File: src/rtl/hornet_wb_pkg.sv
// Shared Hornet Wishbone definitions: bus widths, UART register map, TX FSM states, STATUS layout.
package hornet_wb_pkg;

    localparam int unsigned WB_AW = 32;
    localparam int unsigned WB_DW = 32;
    localparam int unsigned WB_SW = 4;

    // Register word offsets, decoded from wb_adr_i[3:2]
    localparam logic [1:0] UART_TXDATA  = 2'd0;
    localparam logic [1:0] UART_STATUS  = 2'd1;
    localparam logic [1:0] UART_BAUDDIV = 2'd2;
    localparam logic [1:0] UART_CTRL    = 2'd3;

    typedef enum logic [1:0] {
        IDLE  = 2'd0,
        START = 2'd1,
        DATA  = 2'd2,
        STOP  = 2'd3
    } uart_tx_state_e;

    // STATUS bit positions
    localparam int unsigned STAT_BUSY      = 0;
    localparam int unsigned STAT_FULL      = 1;
    localparam int unsigned STAT_EMPTY     = 2;
    localparam int unsigned STAT_COUNT_LSB = 8;
    localparam int unsigned STAT_COUNT_W   = 4;

endpackage

File: src/rtl/wb_uart_tx_if.sv
// Wishbone pipelined slave bus bundle; signal suffixes are from the slave's point of view.
interface wb_uart_tx_if;
    import hornet_wb_pkg::*;

    logic             wb_cyc_i;
    logic             wb_stb_i;
    logic             wb_we_i;
    logic [WB_AW-1:0] wb_adr_i;
    logic [WB_DW-1:0] wb_dat_i;
    logic [WB_SW-1:0] wb_sel_i;
    logic             wb_stall_o;
    logic             wb_ack_o;
    logic [WB_DW-1:0] wb_dat_o;
    logic             wb_err_o;

    modport master (
        output wb_cyc_i, wb_stb_i, wb_we_i, wb_adr_i, wb_dat_i, wb_sel_i,
        input  wb_stall_o, wb_ack_o, wb_dat_o, wb_err_o
    );

    modport slave (
        input  wb_cyc_i, wb_stb_i, wb_we_i, wb_adr_i, wb_dat_i, wb_sel_i,
        output wb_stall_o, wb_ack_o, wb_dat_o, wb_err_o
    );

endinterface

File: src/rtl/sync_fifo.sv
// Single-clock show-ahead FIFO; push when full and pop when empty are ignored.
module sync_fifo #(
    parameter int unsigned WIDTH = 8,
    parameter int unsigned DEPTH = 8
) (
    input  logic                     wb_clk_i,
    input  logic                     wb_rst_i,
    input  logic                     push,
    input  logic [WIDTH-1:0]         wr_data,
    input  logic                     pop,
    output logic [WIDTH-1:0]         rd_data_c,
    output logic                     full,
    output logic                     empty,
    output logic [$clog2(DEPTH):0]   count
);

    localparam int unsigned AW = $clog2(DEPTH);
    localparam int unsigned CW = AW + 1;

    logic [WIDTH-1:0] mem [DEPTH];
    logic [AW-1:0]    wr_ptr;
    logic [AW-1:0]    rd_ptr;
    logic [CW-1:0]    count_nxt;
    logic             do_push;
    logic             do_pop;

    assign do_push   = push & ~full;
    assign do_pop    = pop & ~empty;
    assign rd_data_c = mem[rd_ptr];

    // Next occupancy; simultaneous push and pop cancel out
    always_comb begin
        count_nxt = count;
        if (do_push && !do_pop) begin
            count_nxt = count + CW'(1);
        end else if (!do_push && do_pop) begin
            count_nxt = count - CW'(1);
        end
    end

    // Pointers wrap naturally since DEPTH is a power of two
    always_ff @(posedge wb_clk_i or posedge wb_rst_i) begin
        if (wb_rst_i) begin
            wr_ptr <= '0;
            rd_ptr <= '0;
            count  <= '0;
            full   <= 1'b0;
            empty  <= 1'b1;
        end else begin
            if (do_push) begin
                wr_ptr <= wr_ptr + AW'(1);
            end
            if (do_pop) begin
                rd_ptr <= rd_ptr + AW'(1);
            end
            count <= count_nxt;
            full  <= (count_nxt == CW'(DEPTH));
            empty <= (count_nxt == '0);
        end
    end

    // Storage array, no reset needed
    always_ff @(posedge wb_clk_i) begin
        if (do_push) begin
            mem[wr_ptr] <= wr_data;
        end
    end

endmodule

File: src/rtl/wb_uart_tx.sv
// Wishbone slave UART transmitter: TX FIFO, 8N1 serialiser, FIFO-empty interrupt.
module wb_uart_tx
    import hornet_wb_pkg::*;
#(
    parameter logic [31:0] BASE_ADR    = 32'h0000_8020,
    parameter int unsigned FIFO_DEPTH  = 8,
    parameter logic [15:0] BAUDDIV_RST = 16'd867
) (
    input  logic         wb_clk_i,
    input  logic         wb_rst_i,
    wb_uart_tx_if.slave  bus,
    output logic         tx_o,
    output logic         irq_o
);

    localparam int unsigned CNT_W = $clog2(FIFO_DEPTH) + 1;

    uart_tx_state_e     state;
    logic [15:0]        baud_cnt;
    logic [7:0]         shift_q;
    logic [2:0]         bit_idx;
    logic               bit_end;

    logic [15:0]        bauddiv;
    logic               tx_en;
    logic               irq_en;

    logic               ack_q;
    logic               err_q;
    logic [WB_DW-1:0]   dat_q;
    logic [WB_DW-1:0]   rd_data;

    logic               req;
    logic [1:0]         reg_sel;
    logic               misaligned;
    logic               bus_err;
    logic               bus_ok;
    logic               push;
    logic               pop;

    logic               fifo_full;
    logic               fifo_empty;
    logic [CNT_W-1:0]   fifo_count;
    logic [7:0]         fifo_rd_data;

    logic               unused_ok;

    // Request decode; the interconnect has already matched the upper address bits
    assign req        = bus.wb_cyc_i & bus.wb_stb_i;
    assign reg_sel    = bus.wb_adr_i[3:2];
    assign misaligned = (bus.wb_adr_i[1:0] != 2'b00);
    assign bus_err    = req & (misaligned |
                               (bus.wb_we_i & (reg_sel == UART_TXDATA) & fifo_full));
    assign bus_ok     = req & ~bus_err;
    assign push       = bus_ok & bus.wb_we_i & (reg_sel == UART_TXDATA) & bus.wb_sel_i[0];
    assign pop        = (state == IDLE) & tx_en & ~fifo_empty;
    assign bit_end    = (baud_cnt == 16'd0);

    assign bus.wb_stall_o = 1'b0;
    assign bus.wb_ack_o   = ack_q;
    assign bus.wb_err_o   = err_q;
    assign bus.wb_dat_o   = dat_q;

    assign unused_ok = ^{BASE_ADR, bus.wb_adr_i[WB_AW-1:4], bus.wb_dat_i[WB_DW-1:16],
                         bus.wb_sel_i[WB_SW-1:2]};

    sync_fifo #(
        .WIDTH (8),
        .DEPTH (FIFO_DEPTH)
    ) u_fifo (
        .wb_clk_i  (wb_clk_i),
        .wb_rst_i  (wb_rst_i),
        .push      (push),
        .wr_data   (bus.wb_dat_i[7:0]),
        .pop       (pop),
        .rd_data_c (fifo_rd_data),
        .full      (fifo_full),
        .empty     (fifo_empty),
        .count     (fifo_count)
    );

    // Register read mux
    always_comb begin
        rd_data = '0;
        case (reg_sel)
            UART_STATUS: begin
                rd_data[STAT_BUSY]  = (state != IDLE);
                rd_data[STAT_FULL]  = fifo_full;
                rd_data[STAT_EMPTY] = fifo_empty;
                rd_data[STAT_COUNT_LSB +: STAT_COUNT_W] = STAT_COUNT_W'(fifo_count);
            end
            UART_BAUDDIV: rd_data[15:0] = bauddiv;
            UART_CTRL:    rd_data[1:0]  = {irq_en, tx_en};
            default:      rd_data = '0;
        endcase
    end

    // Bus response, register writes and interrupt
    always_ff @(posedge wb_clk_i or posedge wb_rst_i) begin
        if (wb_rst_i) begin
            ack_q   <= 1'b0;
            err_q   <= 1'b0;
            dat_q   <= '0;
            bauddiv <= BAUDDIV_RST;
            tx_en   <= 1'b0;
            irq_en  <= 1'b0;
            irq_o   <= 1'b0;
        end else begin
            ack_q <= bus_ok;
            err_q <= bus_err;
            dat_q <= (bus_ok & ~bus.wb_we_i) ? rd_data : '0;
            if (bus_ok && bus.wb_we_i) begin
                case (reg_sel)
                    UART_BAUDDIV: begin
                        if (bus.wb_sel_i[0]) bauddiv[7:0]  <= bus.wb_dat_i[7:0];
                        if (bus.wb_sel_i[1]) bauddiv[15:8] <= bus.wb_dat_i[15:8];
                    end
                    UART_CTRL: begin
                        if (bus.wb_sel_i[0]) begin
                            tx_en  <= bus.wb_dat_i[0];
                            irq_en <= bus.wb_dat_i[1];
                        end
                    end
                    default: ;
                endcase
            end
            irq_o <= irq_en & fifo_empty & (state == IDLE);
        end
    end

    // 8N1 serialiser; each bit lasts bauddiv+1 clocks, divider resampled at every bit boundary
    always_ff @(posedge wb_clk_i or posedge wb_rst_i) begin
        if (wb_rst_i) begin
            state    <= IDLE;
            baud_cnt <= '0;
            shift_q  <= '0;
            bit_idx  <= '0;
            tx_o     <= 1'b1;
        end else begin
            case (state)
                IDLE: begin
                    tx_o <= 1'b1;
                    if (pop) begin
                        shift_q  <= fifo_rd_data;
                        baud_cnt <= bauddiv;
                        bit_idx  <= 3'd0;
                        state    <= START;
                        tx_o     <= 1'b0;
                    end
                end
                START: begin
                    if (bit_end) begin
                        baud_cnt <= bauddiv;
                        state    <= DATA;
                        tx_o     <= shift_q[0];
                    end else begin
                        baud_cnt <= baud_cnt - 16'd1;
                    end
                end
                DATA: begin
                    if (bit_end) begin
                        baud_cnt <= bauddiv;
                        if (bit_idx == 3'd7) begin
                            state <= STOP;
                            tx_o  <= 1'b1;
                        end else begin
                            shift_q <= {1'b0, shift_q[7:1]};
                            bit_idx <= bit_idx + 3'd1;
                            tx_o    <= shift_q[1];
                        end
                    end else begin
                        baud_cnt <= baud_cnt - 16'd1;
                    end
                end
                STOP: begin
                    if (bit_end) begin
                        state <= IDLE;
                        tx_o  <= 1'b1;
                    end else begin
                        baud_cnt <= baud_cnt - 16'd1;
                    end
                end
                default: begin
                    state <= IDLE;
                    tx_o  <= 1'b1;
                end
            endcase
        end
    end

endmodule

File: src/flat_wrapper.sv
// flat-port wrapper written by rule: the top's interface ports become plain ports
module wb_uart_tx_flat import hornet_wb_pkg::*;
#(
    parameter logic [31:0] BASE_ADR    = 32'h0000_8020,
    parameter int unsigned FIFO_DEPTH  = 8,
    parameter logic [15:0] BAUDDIV_RST = 16'd867
)
  (wb_clk_i, wb_rst_i, tx_o, irq_o, bus_wb_cyc_i, bus_wb_stb_i, bus_wb_we_i, bus_wb_adr_i, bus_wb_dat_i, bus_wb_sel_i, bus_wb_stall_o, bus_wb_ack_o, bus_wb_dat_o, bus_wb_err_o);
  wb_uart_tx_if bus_i ();
  input  logic wb_clk_i;
  input  logic wb_rst_i;
  output logic tx_o;
  output logic irq_o;
  input wire logic [$bits(bus_i.wb_cyc_i)-1:0] bus_wb_cyc_i;
  input wire logic [$bits(bus_i.wb_stb_i)-1:0] bus_wb_stb_i;
  input wire logic [$bits(bus_i.wb_we_i)-1:0] bus_wb_we_i;
  input wire logic [$bits(bus_i.wb_adr_i)-1:0] bus_wb_adr_i;
  input wire logic [$bits(bus_i.wb_dat_i)-1:0] bus_wb_dat_i;
  input wire logic [$bits(bus_i.wb_sel_i)-1:0] bus_wb_sel_i;
  output wire logic [$bits(bus_i.wb_stall_o)-1:0] bus_wb_stall_o;
  output wire logic [$bits(bus_i.wb_ack_o)-1:0] bus_wb_ack_o;
  output wire logic [$bits(bus_i.wb_dat_o)-1:0] bus_wb_dat_o;
  output wire logic [$bits(bus_i.wb_err_o)-1:0] bus_wb_err_o;
  assign bus_i.wb_cyc_i = bus_wb_cyc_i;
  assign bus_i.wb_stb_i = bus_wb_stb_i;
  assign bus_i.wb_we_i = bus_wb_we_i;
  assign bus_i.wb_adr_i = bus_wb_adr_i;
  assign bus_i.wb_dat_i = bus_wb_dat_i;
  assign bus_i.wb_sel_i = bus_wb_sel_i;
  assign bus_wb_stall_o = bus_i.wb_stall_o;
  assign bus_wb_ack_o = bus_i.wb_ack_o;
  assign bus_wb_dat_o = bus_i.wb_dat_o;
  assign bus_wb_err_o = bus_i.wb_err_o;
  wb_uart_tx #(.BASE_ADR(BASE_ADR), .FIFO_DEPTH(FIFO_DEPTH), .BAUDDIV_RST(BAUDDIV_RST)) u_core (.wb_clk_i(wb_clk_i), .wb_rst_i(wb_rst_i), .bus(bus_i), .tx_o(tx_o), .irq_o(irq_o));
endmodule
File: config.mk
export PLATFORM = sky130hd
export DESIGN_NAME = wb_uart_tx_flat
export DESIGN_NICKNAME = d
export VERILOG_FILES = /design/src/rtl/hornet_wb_pkg.sv /design/src/rtl/wb_uart_tx_if.sv /design/src/rtl/sync_fifo.sv /design/src/rtl/wb_uart_tx.sv /design/src/flat_wrapper.sv
export SDC_FILE = /design/constraint.sdc
export NUM_CORES = 1
export LEC_CHECK = 0
export ABC_AREA = 0
export ABC_CLOCK_PERIOD_IN_PS = 4000
export BUFFER_PORTS_ARGS = -buffer_cell sky130_fd_sc_hd__buf_2
export CORE_UTILIZATION = 35
export CTS_CLUSTER_DIAMETER = 120
export DETAILED_ROUTE_END_ITERATION = 6
export SLEW_MARGIN = 20
export SYNTH_ARGS = -nofsm -noshare
export SYNTH_HDL_FRONTEND = slang
export SYNTH_SLANG_ARGS = --single-unit
export TNS_END_PERCENT = 20
File: constraint.sdc
create_clock -name wb_clk_i -period 4 [get_ports wb_clk_i]
set_clock_uncertainty 0.15 [all_clocks]
set_input_delay 0 -clock wb_clk_i [delete_from_list [all_inputs] [get_ports wb_clk_i]]
set_output_delay 0 -clock wb_clk_i [all_outputs]
set_load 0.005 [all_outputs]
== Yosys cells after proc, flatten, opt, wreduce, memory -nomap -nowiden ==
Memories as Yosys holds them, arrays and structs flattened.
Cells that the tools add are included.

* Memories kept: 1
* Register bits after elaboration: 95
* Output and inout port bits: 37
* RAM bits: 64
* Logic and storage cells: 114

{| class="wikitable"
|+ Memories
! name !! words !! bits a word !! rd ports !! clocked after memory_dff !! wr ports !! line !! RTL
|-
| u_core.u_fifo.mem || 8 || 8 || 1 || 0 || 1 || sync_fifo.sv:20 || <nowiki>logic [WIDTH-1:0] mem [DEPTH];</nowiki>
|}

* Reduce and logical (&&, ||, !) cells: 20
* Multiplexer cells: 34
* Bitwise gates (word level): 20
* Eq/ne operators: 15
* Add/sub/neg operators: 6

{| class="wikitable"
|+ Operator list
! operator !! number
|-
| 16-bit 2-to-1 mux || 4
|-
| 16-bit one-hot mux with 3 select lines || 1
|-
| 8-bit 2-to-1 mux || 3
|-
| 16-bit zero test || 1
|-
| 8-bit one-hot mux with 2 select lines || 1
|-
| 16-bit by 1-bit subtractor with 16-bit output (second input constant) || 1
|-
| 1-bit bitwise AND || 15
|-
| 4-bit 2-to-1 mux || 3
|-
| 3-bit AND reduction || 4
|-
| 2-bit 2-to-1 mux || 5
|-
| 3-bit by 1-bit adder with 3-bit output (second input constant) || 3
|-
| 3-bit 2-to-1 mux || 3
|-
| 2-bit equality test (second input constant) || 4
|-
| 2-bit by 1-bit inequality test with 1-bit output (second input constant) || 4
|-
| 2-bit one-hot mux with 4 select lines || 1
|-
| 4-bit one-hot mux with 2 select lines || 1
|-
| 1-bit 2-to-1 mux || 7
|-
| 2-bit inequality test (second input constant) || 3
|-
| 2-bit one-hot mux with 3 select lines || 1
|-
| 3-bit one-hot mux with 2 select lines || 1
|-
| 2-bit nonzero test || 3
|-
| 5-bit 2-to-1 mux || 1
|-
| 5-bit AND reduction || 1
|-
| 4-bit by 1-bit adder with 4-bit output (second input constant) || 1
|-
| other kinds (15) || 23
|}

== Longest topological paths before layout ==
Gate-level depths: netlist of the first run.

* Word-level depth: 16
* Mapped depth: 9
* Gate-level depth less buffers: 7

== Cells and area by module ==
A second synthesis of the first run with hierarchy kept.

* Cell total of the unflattened synthesis: 481
* Area total of the unflattened synthesis: 6577.6 µm²

{| class="wikitable"
|+ By module, submodules not included
! module !! times used !! cells an instance !! area an instance (µm²)
|-
| wb_uart_tx || 1 || 309 || 3470.8
|-
| sync_fifo || 1 || 172 || 3106.7
|}

== Worst setup path before layout of the first run ==
No wires, ideal clock.

* Kind: reg2reg
* From: register u_core.baud_cnt[0]
* To: register u_core.shift_q[5]
* Clock period less this slack: 2454 ps
* Setup slack: 1546 ps
* Stages on the path, launching flop included: 9
* Required time: 3723 ps
* Setup time: 127 ps
* Arrival time: 2176 ps
* Path through: dfrtp_1 -> inv_1 -> ha_1 -> or4b_1 -> nor4_4 -> and4b_1 -> buf_2 -> nor2_1 -> mux2_1

* Cells in the longest elaborated chain, start to end: 3

{| class="wikitable"
|+ RTL lines
! what !! line !! RTL
|-
| start: declaration || wb_uart_tx.sv:19 || <nowiki>logic [15:0] baud_cnt;</nowiki>
|-
| start signal: assignment || wb_uart_tx.sv:145 || <nowiki>baud_cnt <= bauddiv;</nowiki>
|-
| start signal: assignment || wb_uart_tx.sv:153 || <nowiki>baud_cnt <= bauddiv;</nowiki>
|-
| start signal: assignment || wb_uart_tx.sv:157 || <nowiki>baud_cnt <= baud_cnt - 16'd1;</nowiki>
|-
| 16-bit zero test || wb_uart_tx.sv:57 || <nowiki>assign bit_end = (baud_cnt == 16'd0);</nowiki>
|-
| 2-bit by 1-bit inequality test with 1-bit output (no line) || -- ||
|-
| 4-bit AND reduction (no line) || -- ||
|-
| end signal: assignment || wb_uart_tx.sv:144 || <nowiki>shift_q <= fifo_rd_data;</nowiki>
|-
| end signal: assignment || wb_uart_tx.sv:167 || <nowiki>shift_q <= {1'b0, shift_q[7:1]};</nowiki>
|-
| end: declaration || wb_uart_tx.sv:20 || <nowiki>logic [7:0] shift_q;</nowiki>
|}

No other way between the ends.
A chain may end at the register's enable or synchronous reset.

== Worst setup path in the final report of the first run ==
Ends and elaborated chain as after synthesis.

==> impl_metrics.ini, run 1 <==
[sta]
tightest_slew_ps = 876.8
rsz0062_at_grt = no
min_period_ps = 2770
timing.slew.headroom = 0.4133
hold_viol_final = 0
drv_slew = 0
setup_viol = 0
fmaxAchievable_mhz = 361.1
period_share = 0.6924
tns_ps = 0

[logic_synthesis]
yosysMostFrequentCell = dfrtp_1
synthesis.instances = 500
yosys-top-cells-area = edfxtp_1 29%, dfrtp_1 27%, mux4_2 5.5%
yosys_most_used_dff = dfrtp_1
yosys_warnings = 0
synthArstFlopShare = 0.5524
synth_compound_area_frac = 0.07092
syn_avg_cell_area_um2 = 13.13
syn_area_mm2 = 0.006563
synth_top_family_by_area = simple AND/OR/NAND/NOR gates
synth_fa_ha_area_frac = 0.03241
yosysTopAreaCellShare = 0.2929
synth_simple_gate_area_frac = 0.1304
synth.area.mux_share = 0.1194
yosys-top-cells-count = 71 x dfrtp_1, 64 x edfxtp_1, 30 x nand2_1, 30 x nor2_1, 28 x nand3_1
synth_seq_area_share = 0.5956
synth_edf_count = 64
synth_seq_cells = 143
post_synth_xor_area_fraction = 0.009342
synth_cell_types = 62
yosysTopAreaCell = edfxtp_1

[global_routing]
antenna_found_initial = 0
grt_pass1_vias = 4293
track_usage = 0.1520
grt_pass1_wl_mm = 22.92
grt_max_degree = 52
grt_overflow = 0

[floorplanning]
pin_count = 110
start_util = 0.3616
rows = 49
die_w_um = 138.9
core_area_mm2 = 0.01815
dieHeight_um = 138.9
die_area_mm2 = 0.01930

[setup_path]
worstSetupStartpointType = register
worst-setup-path-type = register to register
crit_fanout = 7
endpoint_kind = register
reg2reg_depth = 7
cp.arrival_ps = 2920
required_ps = 4150

[route]
wl_mm = 13.86
antenna_left = 0
wl_per_cell_um = 16.99
avgViaCountPerCell = 5.263
dr.first_iter.drc_count = 296
drt_first_pass_iters = 7
num_vias = 4295
route.detailed.drc = 1

[pwr]
p_int_w = 0.003187
p_seq_frac = 0.391
sw_frac_of_total = 0.3556
power.leakage_nw = 3.251
power_density_mw_per_mm2 = 633.8
switching_power_w = 0.001759
clock_power_share = 0.303
vdd_drop_max_v = 0.0003208
p_comb_frac = 0.306

[place]
place_inst = 757
port_buffers = 46
gp_congestion = 0.8802
dp_hpwl_mm = 9.707

[clock_network]
clock_latency_ps = 420
cts_root_buf = clkbuf_16
clockBufferDepth = 2
cts_resized = 0
cts_sinks = 143
clkSlewWorstSetupHoldPaths_ps = 70
h-tree-depth = 4
cts_tree = built
numCtsBuffers = 17
cts_setup_buffers = 0

[worst_hold_path]
min_path_type = input port to register
min_path_cells = 5

[outcome]
failed_checks = design-rule violations
status = finished with violations

[layout]
num_antenna_cells = 0
final-instance-count-excl-fill = 816
nNetsFinal = 664
nFillCells = 1676
area.growth.synth_to_final_pct = 18.89
drive_gt1_frac = 0.2436

[job]
maxCapViolations = 0
==> kinds of logic (layout without fill, tap and decap cells) <==
kind of cell | Yosys count | after routing
xor+xnor | 7 | 7
compound gates | 67 | 67
other cells | 1 | 17
fa+ha+maj | 17 | 17
flops | 143 | 143
buf+inv | 51 | 122
mux | 55 | 55
simple gates | 159 | 159
==> per-stage QoR <==
step | setup slack [ps] | power (W) | hold slack [ps] | util | instance area, um^2
final | 1230 | 0.004946 | 66.30 | 0.4300 | 7802
after CTS | 1226 | 0.004964 | 56.85 | 0.4300 | 7802
after detailed placement | 1226 | 0.003432 | 50.15 | 0.3835 | 6960
after floorplan | 1546 | 0.003081 | -51.13 | - | 6623
after global routing | 1026 | 0.005215 | 85.98 | 0.4300 | 7802
after global placement | 1133 | 0.003393 | 33.80 | 0.3833 | 6955
==> flip-flops by register name (all words and copies together), names as in the netlist <==
register              count
u_core.bus.wb_dat_o      16
u_core.shift_q            8
u_core.bus.wb_ack_o       1
u_core.bit_idx            3
u_core.u_fifo.rd_ptr      3
u_core.u_fifo.wr_ptr      3
u_core.u_fifo.empty       1
u_core.u_fifo.mem        64
u_core.state              2
u_core.bus.wb_err_o       1
u_core.irq_en             1
u_core.u_fifo.full        1
u_core.u_fifo.count       4
u_core.bauddiv           16
u_core.tx_en              1
u_core.irq_o              1
u_core.baud_cnt          16
u_core.tx_o               1
==> final cells by class <==
type | count | area (um^2) | share of cell area
flip-flops and latches | 143 | 3909 | 0.5010
multi-input cells | 322 | 2447 | 0.3137
repair buffers | 79 | 545.5 | 0.06992
clock buffers | 17 | 425.4 | 0.05452
well taps | 229 | 286.5 | 0.03672
clock inverters | 15 | 146.4 | 0.01876
inverters | 11 | 42.54 | 0.005452
==> power groups by stage <==
stage          clock [W]  sequential [W]  combinational (W)
2_1_floorplan          0         0.00184            0.00124
3_5_place_dp           0         0.00196            0.00147
5_1_grt          0.00158         0.00197            0.00166
6_report         0.00150         0.00194            0.00151
3_3_place_gp           0         0.00195            0.00144
4_1_cts          0.00152         0.00193            0.00151
==> metal layers <==
metal,track usage,vias to the layer above,share of wire
met5,0,-,0
met4,0.06667,0,0.017
met3,0.02072,19,0.040
met2,0.2451,149,0.49
met1,0.2057,2130,0.46
li1,-,1997,-
==> final timing paths <==
check	from	to	slack, ps
worst min register to register	u_core.tx_o	u_core.tx_o	360
max in group asynchronous	wb_rst_i	u_core.tx_o	2630
worst min-delay path	bus_wb_adr_i[2]	u_core.bus.wb_dat_o[8]	70
min in group asynchronous	wb_rst_i	u_core.bus.wb_dat_o[11]	140
worst max register to register	u_core.baud_cnt[0]	u_core.shift_q[5]	1230
worst max-delay path	u_core.baud_cnt[0]	u_core.shift_q[5]	1230
==> cell usage in the layout, fill, tap and decap left out, types with 4 or more instances in the layout <==
master and count:
mux2_2 25, dfrtp_1 71, a22oi_1 8, nand4_1 5
dfstp_2 8, edfxtp_1 64, ha_1 17, buf_4 6
nand2_1 30, or3_1 5, inv_1 10, nand2b_1 8
nor4_1 6, a21o_1 5, dlygate4sd3_1 27, o21ai_0 15
clkbuf_16 17, nor3_1 14, inv_6 6, mux4_2 16
buf_2 46, nor2_1 30, nand3_1 28, a21oi_1 9
mux2i_1 13, and3_1 12, xnor2_1 4, conb_1 17
o211ai_1 4
==> critical path, cell delays in order (launching register included) <==
cell and delay, ps:
dfrtp_1 420, inv_1 130, ha_1 180, or4b_1 500, nor4_4 370, and4b_1 380, nor2_1 180, mux2_1 340
==> what timing repair did <==
action | CTS | global route
endpoints found under the hold margin | 138 | 0
setup endpoints to repair | 0 | 0
hold buffers | 27 | 0
No activity file was read; power rests on OpenSTA's default activity.
==> run 2, diff against run 1 <==
--- a/config.mk
+++ b/config.mk
@@ -6,7 +6,7 @@
 export NUM_CORES = 1
 export LEC_CHECK = 0
 export ABC_AREA = 0
-export ABC_CLOCK_PERIOD_IN_PS = 4000
+export ABC_CLOCK_PERIOD_IN_PS = 2700
 export BUFFER_PORTS_ARGS = -buffer_cell sky130_fd_sc_hd__buf_2
 export CORE_UTILIZATION = 35
 export CTS_CLUSTER_DIAMETER = 120
==> constraint.sdc (replaced) <==
create_clock -name wb_clk_i -period 2.7 [get_ports wb_clk_i]
set_clock_uncertainty 0.15 [all_clocks]
set_input_delay 0 -clock wb_clk_i [delete_from_list [all_inputs] [get_ports wb_clk_i]]
set_output_delay 0 -clock wb_clk_i [all_outputs]
set_load 0.005 [all_outputs]
==> run 2 against run 1 <==
The run still ends with design-rule violations left; sequential power rose by 44%; via count rose by 3.3%; die area did not move; largest power group unchanged; utilization rose by 1.3 points; sequential share of layout area fell by 1.4 points; combinational power rose by 71%; global-route usage rose by 1.3 points; total power rose by 55%; critical path depth rose by 1; critical path type unchanged; critical endpoint is now u_core.baud_cnt[14]; clock power rose by 51%; setup slack got worse by 1100 ps; largest cell class unchanged.
==> impl_metrics.ini, run 2 (synthesis gave the netlist of run 1 again) <==
[outcome]
status = finished with violations
failed_checks = design-rule violations

[global_routing]
track_usage = 0.1651
grt_pass1_vias = 4536
antenna_found_initial = 0
grt_max_degree = 44
grt_overflow = 0
grt_pass1_wl_mm = 24.36

[sta]
setup_ws_ps = 108.2
whs_ps = 46.30
min_period_ps = 2592
period_share = 0.9599
tightest_slew_ps = 660.5
rsz0062_at_grt = yes
drv_slew = 0
timing.slew.headroom = 0.5587
setup_viol = 0
hold_viol_final = 0
fmaxAchievable_mhz = 385.8

[place]
post-place-ws_ps = 149.6
port_buffers = 46
dp_hpwl_mm = 10.33
gp_congestion = 0.8642
placed_area_mm2 = 0.007191
place_inst = 785

[layout]
seq_area_mm2 = 0.003909
area.growth.synth_to_final_pct = 22.40
nFillCells = 1646
regMostFlops = u_core.u_fifo.mem
mostFrequentLayoutCells = 71 x dfrtp_1, 64 x edfxtp_1, 46 x buf_2
num_antenna_cells = 0
drive_gt1_frac = 0.2715
final_common_cell = dfrtp_1
nNetsFinal = 692
final_cell_area_mm2 = 0.008033
final-instance-count-excl-fill = 844
multi_input_area_mm2 = 0.002442
largest_reg_flops = 64

[floorplanning]
dieHeight_um = 138.9
rows = 49
core_area_mm2 = 0.01815
die_w_um = 138.9
die_area_mm2 = 0.01930
pin_count = 110
start_util = 0.3616

[clock_network]
clkSlewWorstSetupHoldPaths_ps = 60
h-tree-depth = 4
numCtsBuffers = 17
cts_sinks = 143
cts_root_buf = clkbuf_16
cts_tree = built
cts_setup_buffers = 0
cts_resized = 0
clock_latency_ps = 420
clockBufferDepth = 2

[job]
maxCapViolations = 0

[route]
dr.first_iter.drc_count = 258
wl_mm = 14.77
num_vias = 4435
antenna_left = 0
route.detailed.drc = 1
avgViaCountPerCell = 5.255
drt_first_pass_iters = 7
wl_per_cell_um = 17.50

[pwr]
p_seq_frac = 0.365
power_density_mw_per_mm2 = 952.2
p_comb_frac = 0.338
sw_frac_of_total = 0.3373
vdd_drop_max_v = 0.0005659
p_int_w = 0.005069
clock_power_share = 0.297
switching_power_w = 0.002580
power.leakage_nw = 3.393
power_w = 0.007649

[setup_path]
worst-setup-path-type = register to register
required_ps = 2850
worstSetupStartpointType = register
cp.arrival_ps = 2740
crit_fanout = 5
endpoint_kind = register

[worst_hold_path]
min_path_type = input port to register
run 2: path summary, 6_finish.rpt:
check	from	endpoint	slack (ps)	depth (start not counted)
setup / recovery	u_core.baud_cnt[0]	u_core.baud_cnt[14]	110	8
hold / removal	bus_wb_adr_i[2]	u_core.bus.wb_dat_o[1]	50	4
setup reg to reg	u_core.baud_cnt[0]	u_core.baud_cnt[14]	110	8
hold reg to reg	u_core.shift_q[5]	u_core.shift_q[5]	350	1
max in group asynchronous	wb_rst_i	u_core.tx_o	1610	4
min in group asynchronous	wb_rst_i	u_core.bus.wb_dat_o[8]	70	3
run 2: per-stage QoR:
step           utilization  setup TNS, ps
2_1_floorplan            -              0
3_3_place_gp        0.3962              0
3_5_place_dp        0.3962              0
4_1_cts             0.4426              0
5_1_grt             0.4426         -1.914
6_report            0.4426              0
run 2: repair_timing:
item,in CTS,in global routing
setup endpoints to repair,0,1
hold buffers,27,0
endpoints found under the hold margin,173,0
run 2: area by class of cell:
cell class / count / area share
flip-flops and latches: 143 / 0.4866
inverters: 11 / 0.005296
well taps: 229 / 0.03567
repair buffers: 107 / 0.09720
multi-input cells: 322 / 0.3040
clock inverters: 13 / 0.01729
clock buffers: 19 / 0.05389
run 2: layer usage:
layer	share of wire	wire, um	global-route usage	up-vias
li1	-	-	-	2053
met1	0.45	6698	0.2203	2237
met2	0.49	7179	0.2658	123
met3	0.041	602	0.03073	22
met4	0.020	291	0.06725	0
met5	0	0	0	-
run 2: power by group through the flow:
stage / sequential [W] / clock, W / combinational, W
after floorplan: 0.00273 / 0 / 0.00184
after global placement: 0.00281 / 0 / 0.00247
after detailed placement: 0.00283 / 0 / 0.00253
after CTS: 0.00279 / 0.00231 / 0.00257
after global routing: 0.00283 / 0.00242 / 0.00282
final: 0.00279 / 0.00227 / 0.00258
run 2: worst max-delay path, stage by stage (launching register included):
cell	delay, ps
dfrtp_1	400
inv_1	90
ha_1	170
or4b_1	530
nor4_4	360
buf_4	190
o31a_1	170
o21ai_0	110
a221o_1	300
==> run 3, diff against run 2 <==
--- a/config.mk
+++ b/config.mk
@@ -11,8 +11,9 @@
 export CORE_UTILIZATION = 35
 export CTS_CLUSTER_DIAMETER = 120
 export DETAILED_ROUTE_END_ITERATION = 6
+export RECOVER_POWER = 25
 export SLEW_MARGIN = 20
 export SYNTH_ARGS = -nofsm -noshare
 export SYNTH_HDL_FRONTEND = slang
 export SYNTH_SLANG_ARGS = --single-unit
-export TNS_END_PERCENT = 20
+export TNS_END_PERCENT = 50
==> run 3 against run 2 <==
Clock power hardly changed; fmax about the same; critical path type unchanged; the run ends with design-rule violations, max-capacitance violations, max-slew violations left; register-to-register slack about the same.
==> impl_metrics.ini, run 3 (synthesis gave the netlist of run 1 again) <==
[setup_path]
worst-setup-path-type = register to register
required_ps = 2850
crit_chain = inv_1 -> ha_1 -> or4b_1 -> nor4_4 -> buf_4 -> o31a_1 -> o21ai_0 -> a221o_1
crit_path_max_incr_delay_ps = 520
cp.arrival_ps = 2750
crit_fanout = 5
cp.depth = 8
cp_slowest_cell = or4b_1
endpoint_kind = register
path_delay_family = simple AND/OR/NAND/NOR gates
cp_num_buf_inv = 2
worstSetupStartpointType = register
reg2reg_depth = 8

[route]
num_vias = 4424
wl_mm = 14.80
route.detailed.drc = 1
drt_first_pass_iters = 7
wl_per_cell_um = 17.53
antenna_left = 0
dr.first_iter.drc_count = 243
avgViaCountPerCell = 5.242

[global_routing]
grt_max_degree = 44
antenna_found_initial = 0
grt_overflow = 0
grt_pass1_vias = 4536
grt_pass1_wl_mm = 24.36
track_usage = 0.1651

[clock_network]
cts_root_buf = clkbuf_16
cts_tree = built
clock_latency_ps = 420
cts_sinks = 143
clkSlewWorstSetupHoldPaths_ps = 60
clockBufferDepth = 2
cts_setup_buffers = 0
cts_resized = 0
numCtsBuffers = 17
h-tree-depth = 4

[floorplanning]
die_area_mm2 = 0.01930
start_util = 0.3616
rows = 49
die_w_um = 138.9
dieHeight_um = 138.9
core_area_mm2 = 0.01815
pin_count = 110

[sta]
period_share = 0.9607
tightest_slew_ps = 1668
fmaxAchievable_mhz = 385.5
timing.slew.headroom = -0.1179
setup_ws_ps = 106.2
rsz0062_at_grt = yes
drv_slew = 37
min_period_ps = 2594
setup_viol = 0
whs_ps = 48.11
hold_viol_final = 0

[layout]
seq_area_mm2 = 0.003909
mostFrequentLayoutCells = 71 x dfrtp_1, 64 x edfxtp_1, 38 x buf_2
largest_reg_flops = 64
drive_gt1_frac = 0.2585
final_common_cell = dfrtp_1
regMostFlops = u_core.u_fifo.mem
multi_input_area_mm2 = 0.002442
nNetsFinal = 692
nFillCells = 1653
area.growth.synth_to_final_pct = 22.25
num_antenna_cells = 0

[job]
maxCapViolations = 1

[pwr]
power.leakage_nw = 3.367
power_density_mw_per_mm2 = 954.2
vdd_drop_max_v = 0.0005658

[place]
gp_congestion = 0.8642
dp_hpwl_mm = 10.33
post-place-ws_ps = 149.6
port_buffers = 46

[outcome]
failed_checks = design-rule violations, max-capacitance violations, max-slew violations
status = finished with violations

[worst_hold_path]
min_path_cells = 4
min_path_type = input port to register
-- run 3: changes by cell type in the layout (fill, tap and decap cells not counted) --
cell | before | now
buf_2 | 46 | 38
clkbuf_1 | 2 | 10
clkinv_2 | 4 | 3
clkinvlp_2 | 0 | 1
-- run 3: metrics by stage --
step | cells | instance area (um^2) | util | TNS [ps] | total power, W
after detailed placement | 785 | 7191 | 0.3962 | 0 | 0.005353
after global placement | 785 | 7191 | 0.3962 | 0 | 0.005283
after floorplan | 516 | 6623 | - | 0 | 0.004564
final | 844 | 8023 | 0.4421 | 0 | 0.007656
after global routing | 844 | 8023 | 0.4421 | -1.914 | 0.008067
after CTS | 844 | 8033 | 0.4426 | 0 | 0.007676
-- run 3: layout make-up --
cell class,instances,share of cell area
sequential,143,0.4872
multi-input combinational,322,0.3044
timing repair buffer,107,0.09607
clock buffer,19,0.05396
tap,229,0.03571
clock inverter,13,0.01731
inverter,11,0.005303
-- run 3: per-layer routing --
metal | share of wire | vias to the layer above | track usage
met4 | 0.020 | 0 | 0.06725
met2 | 0.48 | 128 | 0.2658
li1 | - | 2050 | -
met5 | 0 | - | 0
met3 | 0.035 | 21 | 0.03073
met1 | 0.46 | 2225 | 0.2203
-- run 3: tightest hold or removal path, stage by stage --
cell,delay [ps]
buf_2,120
ha_1,210
a222oi_1,100
nor3_1,140
-- run 3: worst paths after layout --
kind                                    start                 endpoint  slack, ps
hold reg to reg             u_core.shift_q[5]        u_core.shift_q[5]        350
max in group asynchronous            wb_rst_i              u_core.tx_o       1080
setup / recovery           u_core.baud_cnt[0]      u_core.baud_cnt[14]        110
min in group asynchronous            wb_rst_i  u_core.bus.wb_dat_o[11]        400
setup reg to reg           u_core.baud_cnt[0]      u_core.baud_cnt[14]        110
hold / removal                bus_wb_adr_i[2]   u_core.bus.wb_dat_o[1]         50
-- run 3: report_power, final --
group	switching [W]	internal, W
registers	0.000260	0.00254
logic	0.00141	0.00117
clock network	0.000914	0.00136
-- run 3: repair_timing --
item                       CTS  global route
setup endpoints to repair    0             1
hold buffers                27             0
hold endpoints to repair   173             0
